===== src/rtl/pll_seq_pkg.sv =====
// Shared state codes, default timing and counter sizing for the PLL lock sequencer.
package pll_seq_pkg;

    typedef enum logic [2:0] {
        StPwd       = 3'd0,
        StRst       = 3'd1,
        StWaitLock  = 3'd2,
        StStableChk = 3'd3,
        StRun       = 3'd4,
        StFail      = 3'd5
    } state_e;

    localparam int unsigned DefPwdCycles        = 3;
    localparam int unsigned DefRstCycles        = 3;
    localparam int unsigned DefLockTimeoutCycles = 50000;
    localparam int unsigned DefLockStableCycles = 64;
    localparam int unsigned DefMaxRetries       = 3;
    localparam int unsigned DefSyncStages       = 3;

    // Bits needed to hold values 0..max_val; never narrower than one bit.
    function automatic int unsigned cnt_width(input int unsigned max_val);
        return (max_val < 1) ? 1 : $clog2(max_val + 1);
    endfunction

endpackage


===== src/rtl/pll_lock_sync.sv =====
// Multi-flop synchronizer bringing the asynchronous PLL lock into the clkin1 domain.
module pll_lock_sync #(
    parameter int unsigned SYNC_STAGES = 3
) (
    input  logic clkin1,
    input  logic rst,
    input  logic pll_lock,
    output logic lock_s
);

    logic [SYNC_STAGES-1:0] sync_q;

    always_ff @(posedge clkin1 or posedge rst) begin
        if (rst) begin
            sync_q <= '0;
        end else begin
            sync_q <= {sync_q[SYNC_STAGES-2:0], pll_lock};
        end
    end

    assign lock_s = sync_q[SYNC_STAGES-1];

endmodule


===== src/rtl/pll_lock_sequencer.sv =====
// PLL power-up/reset sequencer: drives pwd/rst pins, qualifies lock, gates the user reset,
// retries on lock timeout and restarts on lock loss.
module pll_lock_sequencer
    import pll_seq_pkg::*;
#(
    parameter int unsigned PWD_CYCLES          = DefPwdCycles,
    parameter int unsigned RST_CYCLES          = DefRstCycles,
    parameter int unsigned LOCK_TIMEOUT_CYCLES = DefLockTimeoutCycles,
    parameter int unsigned LOCK_STABLE_CYCLES  = DefLockStableCycles,
    parameter int unsigned MAX_RETRIES         = DefMaxRetries,
    parameter int unsigned SYNC_STAGES         = DefSyncStages
) (
    input  logic                                clkin1,
    input  logic                                rst,
    input  logic                                pll_lock,
    input  logic                                restart_req,
    output logic                                pll_pwd,
    output logic                                pll_rst,
    output logic                                user_rst,
    output logic                                clk_ready,
    output logic                                lock_lost,
    output logic                                fail,
    output logic [cnt_width(MAX_RETRIES)-1:0]   retry_cnt,
    output logic [7:0]                          lock_loss_cnt,
    output logic [2:0]                          state
);

    localparam int unsigned PhaseW = cnt_width((PWD_CYCLES > RST_CYCLES) ? PWD_CYCLES : RST_CYCLES);
    localparam int unsigned TmoW   = cnt_width(LOCK_TIMEOUT_CYCLES);
    localparam int unsigned StabW  = cnt_width(LOCK_STABLE_CYCLES);
    localparam int unsigned RetryW = cnt_width(MAX_RETRIES);

    localparam logic [PhaseW-1:0] PwdLast  = PhaseW'(PWD_CYCLES - 1);
    localparam logic [PhaseW-1:0] RstLast  = PhaseW'(RST_CYCLES - 1);
    localparam logic [TmoW-1:0]   TmoLast  = TmoW'(LOCK_TIMEOUT_CYCLES - 1);
    localparam logic [StabW-1:0]  StabLast = StabW'(LOCK_STABLE_CYCLES - 1);
    localparam logic [RetryW-1:0] RetryMax = RetryW'(MAX_RETRIES);

    logic lock_s;

    state_e              state_q, state_d;
    logic [PhaseW-1:0]   phase_q, phase_d;
    logic [TmoW-1:0]     tmo_q, tmo_d;
    logic [StabW-1:0]    stab_q, stab_d;
    logic [RetryW-1:0]   retry_q, retry_d;
    logic [7:0]          loss_q, loss_d;
    logic                lost_d;
    logic                tmo_hit;

    logic pwd_q, prst_q, urst_q, ready_q, lost_q, fail_q;

    pll_lock_sync #(
        .SYNC_STAGES (SYNC_STAGES)
    ) u_lock_sync (
        .clkin1   (clkin1),
        .rst      (rst),
        .pll_lock (pll_lock),
        .lock_s   (lock_s)
    );

    assign tmo_hit = (tmo_q == TmoLast);

    always_comb begin
        state_d = state_q;
        phase_d = phase_q;
        tmo_d   = tmo_q;
        stab_d  = stab_q;
        retry_d = retry_q;
        loss_d  = loss_q;
        lost_d  = 1'b0;

        if (restart_req) begin
            state_d = StPwd;
            retry_d = '0;
            tmo_d   = '0;
            stab_d  = '0;
        end else begin
            case (state_q)
                StPwd: begin
                    if (phase_q == PwdLast) state_d = StRst;
                    else                    phase_d = phase_q + PhaseW'(1);
                end
                StRst: begin
                    if (phase_q == RstLast) begin
                        state_d = StWaitLock;
                        tmo_d   = '0;
                    end else begin
                        phase_d = phase_q + PhaseW'(1);
                    end
                end
                StWaitLock: begin
                    tmo_d = tmo_q + TmoW'(1);
                    if (lock_s) begin
                        state_d = StStableChk;
                    end else if (tmo_hit) begin
                        if (retry_q == RetryMax) begin
                            state_d = StFail;
                        end else begin
                            state_d = StPwd;
                            retry_d = retry_q + RetryW'(1);
                        end
                    end
                end
                StStableChk: begin
                    tmo_d = tmo_q + TmoW'(1);
                    // Timeout wins even on the cycle the stable count would complete.
                    if (tmo_hit) begin
                        if (retry_q == RetryMax) begin
                            state_d = StFail;
                        end else begin
                            state_d = StPwd;
                            retry_d = retry_q + RetryW'(1);
                        end
                    end else if (!lock_s) begin
                        state_d = StWaitLock;
                    end else if (stab_q == StabLast) begin
                        state_d = StRun;
                    end else begin
                        stab_d = stab_q + StabW'(1);
                    end
                end
                StRun: begin
                    if (!lock_s) begin
                        state_d = StPwd;
                        lost_d  = 1'b1;
                        retry_d = '0;
                        if (loss_q != 8'hFF) loss_d = loss_q + 8'd1;
                    end
                end
                StFail: state_d = StFail;
                default: state_d = StPwd;
            endcase
        end

        if (restart_req || (state_d != state_q)) phase_d = '0;
        if (state_d == StStableChk && state_q != StStableChk) stab_d = '0;
    end

    always_ff @(posedge clkin1 or posedge rst) begin
        if (rst) begin
            state_q <= StPwd;
            phase_q <= '0;
            tmo_q   <= '0;
            stab_q  <= '0;
            retry_q <= '0;
            loss_q  <= '0;
            pwd_q   <= 1'b1;
            prst_q  <= 1'b1;
            urst_q  <= 1'b1;
            ready_q <= 1'b0;
            lost_q  <= 1'b0;
            fail_q  <= 1'b0;
        end else begin
            state_q <= state_d;
            phase_q <= phase_d;
            tmo_q   <= tmo_d;
            stab_q  <= stab_d;
            retry_q <= retry_d;
            loss_q  <= loss_d;
            // Outputs decode the next state so they switch on the same edge as state.
            pwd_q   <= (state_d == StPwd) || (state_d == StFail);
            prst_q  <= (state_d == StPwd) || (state_d == StRst) || (state_d == StFail);
            urst_q  <= (state_d != StRun);
            ready_q <= (state_d == StRun);
            lost_q  <= lost_d;
            fail_q  <= (state_d == StFail);
        end
    end

    assign pll_pwd       = pwd_q;
    assign pll_rst       = prst_q;
    assign user_rst      = urst_q;
    assign clk_ready     = ready_q;
    assign lock_lost     = lost_q;
    assign fail          = fail_q;
    assign retry_cnt     = retry_q;
    assign lock_loss_cnt = loss_q;
    assign state         = state_q;

endmodule


===== config.mk =====
export PLATFORM = sky130hd
export DESIGN_NAME = pll_lock_sequencer
export DESIGN_NICKNAME = d
export VERILOG_FILES = /design/src/rtl/pll_seq_pkg.sv /design/src/rtl/pll_lock_sync.sv /design/src/rtl/pll_lock_sequencer.sv
export SDC_FILE = /design/constraint.sdc
export NUM_CORES = 1
export LEC_CHECK = 0
export CAP_MARGIN = 30
export CELL_PAD_IN_SITES_DETAIL_PLACEMENT = 1
export CELL_PAD_IN_SITES_GLOBAL_PLACEMENT = 2
export CORE_ASPECT_RATIO = 0.5
export CORE_UTILIZATION = 30
export CTS_BUF_LIST = sky130_fd_sc_hd__clkbuf_4 sky130_fd_sc_hd__clkbuf_8
export CTS_CLUSTER_DIAMETER = 100
export DETAILED_ROUTE_END_ITERATION = 7
export PLACE_DENSITY = 0.73
export REMOVE_ABC_BUFFERS = 1
export SYNTH_ARGS = -nofsm -noshare
export SYNTH_HDL_FRONTEND = slang
export SYNTH_SLANG_ARGS = --single-unit

===== constraint.sdc =====
create_clock -name clkin1 -period 2.5 [get_ports clkin1]
set_clock_uncertainty 0.15 [all_clocks]
set_input_delay 0.625 -clock clkin1 [delete_from_list [all_inputs] [get_ports clkin1]]
set_output_delay 0.625 -clock clkin1 [all_outputs]
set_load 0.03 [all_outputs]

==> summary.txt <==
Clock network
  • Hold_buf cts: 0
  • CTS clk-pin slew, worst paths: 80 ps
  • CTS H-tree depth: 2
  • Root buffer cell: clkbuf_8
  • TritonCTS Sinks: 47
  • Post-CTS Setup Bufs: 0
  • Bufs on Longest Clock Path: 2
  • CTS tree: yes
  • Clk_lat worst skew: 310 ps
  • CTS Buf Count: 5

Routing
  • Via count: ~1800
  • Drt drc: 0
  • DRT iter0 DRCs: 77
  • Vias/cell: 4.79
  • Initial DRT Pass Iterations: 4
  • Final ANT Viol Nets: 0
  • DR WL/cell: 14.2 µm
  • Routed wire length: ~5500 µm

Floorplan
  • I/O Pins: 23
  • Chip width: roughly 130 µm
  • Starting density of the core: 31.7%
  • Core area: 0.00751 mm²
  • Die Area: between 0.008 and 0.009 mm²
  • Chip Height: around 65 µm
  • Standard-cell row count: 22

Global routing
  • GR peak layer: met2
  • Grt met2 use: a little under a quarter
  • Vias in the first global route: 1950
  • Global-route wire length before repair: approximately 9800 µm
  • Met3 usage: 4.21%
  • Met1 usage: 20.8%
  • Largest net degree at the start of global routing: 27
  • Overflow after GRT: 0
  • Total track usage: between 10% and 20%
  • Initial antenna violation count: 0

Finish
  • Share of cells above drive strength 1: between 10% and 20%
  • Nets: 285
  • Layout area overhead: 22.1%
  • Fillers: 850
  • Number of diodes: 0
  • Final Util: around 39%

Timing
  • Worst-margin pin slew: 402 ps
  • Min Hold Slack: ~200 ps
  • Final setup fails: 0
  • Fmax: around 430 MHz
  • Hold Vio Cnt, Final: 0
  • RSZ-0062 raised after global routing: false
  • Crit path time final: 2320 ps
  • Fin crit share: 92.9%
  • Slew headroom: 73.0%
  • Max-slew violations: 0

Synth
  • Synthesized area: 0.00238 mm²
  • Register bit total from synthesis: 47
  • Post-synthesis sequential area ratio: 49.5%
  • Synth warn: 0
  • XOR/XNOR share of the synthesized area: 8.46%
  • Post-synth EDFFs: 0
  • Syn avg cell area: approximately 9.8 µm²
  • Mapped Cells: 242
  • Post-Synth Simple-Gate Area: around a quarter
  • Largest family of logic cells by synthesized area: simple AND/OR/NAND/NOR gates
  • Asr flop ratio synth: 100%
  • Post-Synth Adder-Cell Area: 2.63%
  • Complex-gate fraction of the synthesized area: 9.19%
  • Post-synth top flop: dfrtp_1
  • Distinct cells, synth: 50
  • Mux share of post-synthesis cell area: 1.31%

Worst setup path
  • Startpoint types: flop
  • Biggest cell delay along the critical path: roughly 400 ps
  • Origin of the worst setup path: phase_q[0]
  • Critical path endpoint category: flop
  • CP Cell Sequence: inv_1, ha_1, nand4bb_1, a311o_1, or2_1, or3_1, a21oi_1
  • Arr. time, crit path: 2400 ps
  • Crit path max-delay cell type: a311o_1
  • Launch point of the worst reg-to-reg path: phase_q[0]
  • Setup Crit Path Kind: flop to flop
  • Worst-path maximum fanout: 6
  • CP Buf/Inv Count: 1
  • Critical path's top delay family: simple AND/OR/NAND/NOR gates
  • Required time worst endpoint: 2580 ps

Power and ir drop
  • Sequential Power Share: 51.5%
  • Int Power: 1.12 mW
  • Gate power share: 19.1%
  • Leak Pwr: 1.24 nW
  • Net Sw Frac: 29.4%
  • Pwr dens: around 550 mW/mm²
  • Clk pwr share: 29.3%
  • Net Sw Power: 0.467 mW
  • Max IR drop VDD: 0.216 mV

Run status
  • Status: finished, final reports clean

Place
  • Number of port buffers: 22
  • Dpl hpwl: 4050 µm
  • GP Congestion: 0.799

Hold path
  • Hold crit path type: flop to flop
  • Worst Min Path Start: u_lock_sync.sync_q[1]

Run
  • Number of max-cap violations: 0
stage by stage:
stage	power (mW)	cells	instance area, µm²	worst slack (ps)	TNS [ps]
global placement	1.12	377	2780	-22.2	-22.2
detailed placement	1.13	377	2780	-84.2	-154
global route	1.69	385	2910	4.86	0
CTS	1.61	385	2870	39.4	0
floorplan	1.02	235	2340	238	0
finish	1.59	385	2910	177	0
final cells by class:
type / instances / area, µm² / share of cell area, %
sequential: 47 / 1180 / 40.7
multi-input combinational: 178 / 1150 / 39.7
timing repair buffer: 34 / 310 / 10.7
tap: 108 / 135 / 4.65
clock buffer: 6 / 76.3 / 2.62
inverter: 10 / 37.5 / 1.29
clock inverter: 2 / 12.5 / 0.430
layer usage:
metal / routed length [µm] / vias to the layer above
li1: - / 908
met1: 2760 / 907
met2: 2490 / 23
met3: 173 / 5
met4: 41 / 0
met5: 0 / -
logic make-up after synthesis:
kind of cell / count (synthesis)
AO/OA/AOI/OAI: 34
XOR/XNOR: 23
adder cells (fa/ha/maj): 5
buffers and inverters: 17
flip-flops: 47
multiplexers: 3
AND/OR/NAND/NOR: 113
synth_stat cells (all sizes together) (2+ instances only):
library cell / instances / area share (%)
or2: 2 / 0.53
buf: 5 / 1.6
and2: 3 / 0.79
o31ai: 5 / 1.6
and3: 5 / 1.3
nor3: 7 / 1.5
nor2b: 6 / 1.6
nand4: 8 / 2.4
nor2: 29 / 4.6
mux2i: 2 / 0.84
nand2: 25 / 3.9
o21ai: 9 / 1.9
or3: 5 / 1.3
dfstp: 3 / 3.3
ha: 5 / 2.6
inv: 10 / 1.6
dfrtp: 44 / 46
or3b: 2 / 0.74
xor2: 14 / 5.1
clkbuf: 2 / 0.37
xnor2: 9 / 3.3
nor4: 3 / 1.1
nand2b: 3 / 1.1
a211oi: 2 / 0.63
nand3: 9 / 1.9
a21oi: 9 / 2.0
registers in the layout, indices dropped and copies added (netlist names):
name,cells
lock_loss_cnt,8
lock_lost,1
u_lock_sync.sync_q,3
clk_ready,1
stab_q,7
pll_pwd,1
fail,1
user_rst,1
tmo_q,16
retry_cnt,2
phase_q,2
pll_rst,1
state,3
layout by cell type, fill, tap and decap left out, drive strengths merged, types with 2 or more instances in the layout:
cell,instances
dfrtp,44
nor2,29
nand2,25
clkdlybuf4s50,22
xor2,14
buf,12
inv,10
nand3,9
xnor2,9
o21ai,9
a21oi,9
nand4,8
nor3,7
nor2b,6
clkbuf,6
and3,5
o31ai,5
or3,5
ha,5
and2,3
nor4,3
dfstp,3
nand2b,3
a211oi,2
or3b,2
mux2i,2
or2,2
repair_timing:
action,in CTS,in global routing
hold endpoints to repair,0,0
gates resized for setup,0,8
endpoints found under the setup margin,0,5
final timing paths:
check | end | slack, ps | cells after the start
min | u_lock_sync.sync_q[2] | 200 | 0
max reg2reg | tmo_q[12] | 180 | 7
max in group asynchronous | pll_rst | 1330 | 3
max | tmo_q[12] | 180 | 7
min reg2reg | u_lock_sync.sync_q[2] | 200 | 0
min in group asynchronous | lock_loss_cnt[6] | 520 | 3
worst reg2reg max path, stage by stage (launching register included):
cell and delay [ps]:
dfrtp_1 370, inv_1 90, ha_1 260, nand4bb_1 160, a311o_1 400, or2_1 300
or3_1 370, a21oi_1 160
power by group through the flow:
stage / registers, mW / clock network, mW / logic, mW
2_1_floorplan: 0.863 / 0 / 0.161
6_report: 0.820 / 0.466 / 0.304
3_3_place_gp: 0.834 / 0 / 0.289
3_5_place_dp: 0.835 / 0 / 0.296
4_1_cts: 0.820 / 0.489 / 0.299
5_1_grt: 0.826 / 0.520 / 0.340
Power figures use the tool's default switching activity.
